===== src/rtl/union_reg_arbiter.sv =====
// Two-requester round-robin access to one packed-union register (full word or either half).
// Response is registered one cycle after accept; withdrawn requests and reserved modes set sticky ERROR.
module union_reg_arbiter #(
   parameter int WIDTH = 8
) (
   input  logic               clk,
   input  logic               rst,
   input  logic [1:0]         req_valid,
   output logic [1:0]         req_ready,
   input  logic [1:0]         req_we,
   input  logic [3:0]         req_mode,
   input  logic [2*WIDTH-1:0] req_wdata,
   output logic [1:0]         rsp_valid,
   output logic [WIDTH-1:0]   rsp_rdata,
   output logic               ERROR
);

   localparam int HW = WIDTH / 2;

   typedef struct packed {
      logic [HW-1:0] hi;
      logic [HW-1:0] lo;
   } half_t;

   typedef union packed {
      logic [WIDTH-1:0] raw;
      half_t            half;
   } store_t;

   store_t           store;
   store_t           store_nxt;
   logic             last_grant;
   logic [1:0]       pend;
   logic [WIDTH-1:0] rdata_nxt;
   logic             err_nxt;
   logic             idx;
   logic             we;
   logic [1:0]       mode;
   logic [WIDTH-1:0] wdata;

   // Contention goes to the requester that was not granted last; ready is held low in reset.
   always_comb begin
      req_ready = 2'b00;
      if (!rst) begin
         if (req_valid == 2'b11)
            req_ready = last_grant ? 2'b01 : 2'b10;
         else
            req_ready = req_valid;
      end
   end

   assign idx   = req_ready[1];
   assign we    = req_we[idx];
   assign mode  = idx ? req_mode[3:2] : req_mode[1:0];
   assign wdata = idx ? req_wdata[2*WIDTH-1:WIDTH] : req_wdata[WIDTH-1:0];

   always_comb begin
      store_nxt = store;
      rdata_nxt = rsp_rdata;
      err_nxt   = ERROR;
      for (int i = 0; i < 2; i++) begin
         if (pend[i] && !req_valid[i])
            err_nxt = 1'b1;
      end
      if (|req_ready) begin
         case (mode)
            2'b00: begin
               if (we)
                  store_nxt.raw = wdata;
               rdata_nxt = store_nxt.raw;
            end
            2'b01: begin
               if (we)
                  store_nxt.half.lo = wdata[HW-1:0];
               rdata_nxt = {{(WIDTH-HW){1'b0}}, store_nxt.half.lo};
            end
            2'b10: begin
               if (we)
                  store_nxt.half.hi = wdata[HW-1:0];
               rdata_nxt = {{(WIDTH-HW){1'b0}}, store_nxt.half.hi};
            end
            default: begin
               rdata_nxt = '0;
               err_nxt   = 1'b1;
            end
         endcase
      end
   end

   always_ff @(posedge clk or posedge rst) begin
      if (rst) begin
         store      <= '0;
         last_grant <= 1'b1;
         pend       <= 2'b00;
         rsp_valid  <= 2'b00;
         rsp_rdata  <= '0;
         ERROR      <= 1'b0;
      end else begin
         store     <= store_nxt;
         pend      <= req_valid & ~req_ready;
         rsp_valid <= req_ready;
         rsp_rdata <= rdata_nxt;
         ERROR     <= err_nxt;
         if (|req_ready)
            last_grant <= idx;
      end
   end

endmodule


===== config.mk =====
export PLATFORM = sky130hd
export DESIGN_NAME = union_reg_arbiter
export DESIGN_NICKNAME = d
export VERILOG_FILES = /design/src/rtl/union_reg_arbiter.sv
export SDC_FILE = /design/constraint.sdc
export NUM_CORES = 1
export LEC_CHECK = 0
export BUFFER_PORTS_ARGS = -buffer_cell sky130_fd_sc_hd__buf_2
export CAP_MARGIN = 0
export CORE_MARGIN = 2
export CORE_UTILIZATION = 40
export CTS_CLUSTER_DIAMETER = 40
export DETAILED_ROUTE_END_ITERATION = 8
export PLACE_DENSITY_LB_ADDON = 0.12
export SLEW_MARGIN = 20
export SYNTH_ARGS = -nofsm -noshare
export SYNTH_HDL_FRONTEND = slang
export SYNTH_SLANG_ARGS = --single-unit

===== constraint.sdc =====
create_clock -name clk -period 1.85 [get_ports clk]
set_input_delay 0.4625 -clock clk [delete_from_list [all_inputs] [get_ports clk]]
set_output_delay 0.4625 -clock clk [all_outputs]
set_load 0.05 [all_outputs]

==> results.json <==
{
  "status": "finished, violations left",
  "violations": "setup timing",
  "timing.fmax_mhz": 539,
  "min_period_over_period_pct": 100,
  "critPathArrivalTime_ns": 2.07,
  "yosysMostFrequentCell": "dfrtp_1",
  "synth_area_leader_cell": "dfrtp_1",
  "hold_path.class": "input port to asynchronous set/reset pin",
  "core_region_area_mm2": 0.00276,
  "nNetsFinal": 207,
  "dieArea_mm2": 0.00336,
  "root_buffer": "clkbuf_4",
  "cpPeakStageDelay_ns": 0.62,
  "grt_max_degree": 15,
  "cts_made_buffers": 3,
  "syn-num-nets": 141,
  "avgSynthCellArea_um2": 10.1,
  "ioPinCount": 39,
  "final-hold-violation-count": 0,
  "antenna_cells": 0,
  "critPathKind": "flop to flop",
  "grt_pass1_wl_um": 5440,
  "drt_iter0_markers": 56,
  "synth-async-reset-ratio_pct": 100,
  "yosysSeqAreaShare_pct": 47.4,
  "period_minus_slack_ns": 1.86,
  "setup_ws_ns": -0.00528,
  "drc": 0,
  "r2r_start": "last_grant$_DFFE_PP1P_",
  "first_global_vias": 1213,
  "post_drt_via_cell_ratio": 5.56,
  "htreeDepth": 1,
  "numClockSinks": 22,
  "skew_ns": 0.0110,
  "synth_area_leaders": "dfrtp_1 45%, o31ai_2 4.3%, nand2_1 4.2%",
  "io_buffers": 38,
  "clk_pin_slew_worst_paths_ns": 0.14,
  "die_x_um": 58.0,
  "start_util_pct": 42.2,
  "p_leak_nw": 0.809,
  "worstSetupStartpointType": "flop",
  "final_core_util_pct": 62.3,
  "tightest_slew_ns": 0.440,
  "crit_path_max_fanout": 6,
  "slowest_stage": "dfstp_2",
  "row_count": 19,
  "synth_commonest_cells": "21 x dfrtp_1, 13 x nand2_1, 8 x nor3_1",
  "r2r_setup_slack_ns": -0.005,
  "yosys.area.top_type_share_pct": 45.1,
  "ys.flop_type": "dfrtp_1",
  "synth_edf_count": 0,
  "power.total_w": 0.00160,
  "postSynthCellCount": 115,
  "reg2regPathDepth": 6,
  "ys_warn_count": 0,
  "worstReg2RegEnd": "store[4]$_DFFE_PP0P_",
  "relSlewSlack_pct": 70.4,
  "p_per_area_mw_per_mm2": 932,
  "cts_tree": "built",
  "gp_congestion": 0.925,
  "area_delta_synth_final_pct": 47.5,
  "critPathCaptureType": "flop",
  "fin_hold_ws_ns": 0.213,
  "drv_slew": 0,
  "insertion_delay_ns": 0.32,
  "grt_usage_pct": 21.2,
  "ys_ff_latch": 22,
  "grt_antenna_before_repair": 0,
  "rsz0062_at_grt": "yes",
  "setup_viol": 3,
  "num_vias": 1174,
  "required_ns": 2.06,
  "ctsHoldBuffers": 0,
  "layout-drive-gt1-share_pct": 50.0,
  "firstDrtPassIters": 4,
  "path_cells": "a21boi_4 > nand2_2 > buf_4 > mux2i_4 > nor3_2 > o32a_1",
  "die_h_um": 58.0,
  "vdd_ir_drop_max_uv": 556,
  "overflow": 0,
  "cts_buffer_depth": 2,
  "drv_cap": 0,
  "wl_per_cell_um": 15.5,
  "syn-cell-area_mm2": 0.00116,
  "wl_um": 3280,
  "hpwlAfterDp_um": 2590,
  "ys_types": 36,
  "ant_nets": 0
}
worst max-delay path by stage:
stage / end / slack (ns) / start / cells after the start
floorplan: ERROR$_DFF_PP0_ / -0.04 / rst / 6
global placement: store[4]$_DFFE_PP0P_ / -0.06 / req_valid[0] / 6
detailed placement: store[7]$_DFFE_PP0P_ / -0.09 / req_valid[0] / 6
CTS: req_ready[0] / -0.02 / last_grant$_DFFE_PP1P_ / 3
global route: store[4]$_DFFE_PP0P_ / -0.08 / last_grant$_DFFE_PP1P_ / 6
finish: store[4]$_DFFE_PP0P_ / -0.005 / last_grant$_DFFE_PP1P_ / 6
metal layers:
metal / up-vias / GRT usage (%) / share of wire [%]
li1: 570 / - / -
met1: 573 / 28.2 / 45
met2: 26 / 36.4 / 50
met3: 5 / 2.01 / 3.8
met4: 0 / 6.98 / 1.4
met5: - / 0 / 0
critical path: cells and delay by family (launching register included):
family          cells  cell delay, ns
compound gates      2            0.41
flops               1            0.62
mux                 1            0.38
buf+inv             1            0.14
simple gates        2            0.19
logic make-up (layout without fill, tap and decap cells):
logic type | after synthesis | count (layout) | share of synthesized area, %
AOI/OAI and AO/OA | 44 | 44 | 30.1
and+or+nand+nor | 40 | 40 | 17.6
DFF | 22 | 22 | 47.4
muxes | 1 | 1 | 1.93
buffers and inverters | 8 | 73 | 3.01
sequential cells by signal, indices dropped and copies added (netlist names):
register and count:
ERROR 1, rsp_valid 2, rsp_rdata 8, last_grant 1, store 8, pend 2
stage by stage:
step / instances / setup slack [ns] / TNS, ns / area, um^2
after detailed placement: 204 / -0.0905 / -0.730 / 1560
final: 211 / -0.00528 / -0.00952 / 1720
after global placement: 204 / -0.0594 / -0.339 / 1560
after CTS: 210 / -0.0164 / -0.0242 / 1640
after floorplan: 115 / -0.0368 / -0.0368 / 1170
after global routing: 211 / -0.0764 / -0.492 / 1720
layout by cell type (no fill, tap or decap), types with 3 or more instances in the layout:
cell type	instances
buf_2	36
buf_4	25
dfrtp_1	21
nand2_1	13
nor3_1	6
o22ai_1	6
a21oi_1	6
o211ai_1	4
o31ai_2	4
nor2b_1	4
o21ai_0	3
nand3_1	3
o22a_1	3
inv_1	3
o32a_1	3
nor3_2	3
clkbuf_4	3
power by group:
part | internal, W | switching [W]
sequential | 0.000577 | 0.0000603
combinational | 0.000243 | 0.000343
clock | 0.000219 | 0.000159
cell type report:
cell class	instances	area [um^2]
Timing Repair Buffer	64	410
Tap cell	31	38.8
Sequential cell	22	552
Inverter	5	22.5
Clock buffer	3	22.5
Fill cell	256	1040
Multi-Input combinational cell	85	642
Clock inverter	1	30.0
repair_timing:
action,CTS,global route
endpoints found under the setup margin,2,10
buffers inserted,2,1
pin swaps,2,6
gates resized for setup,6,9
endpoints found under the hold margin,0,0
(Power assumes the default switching activity.)
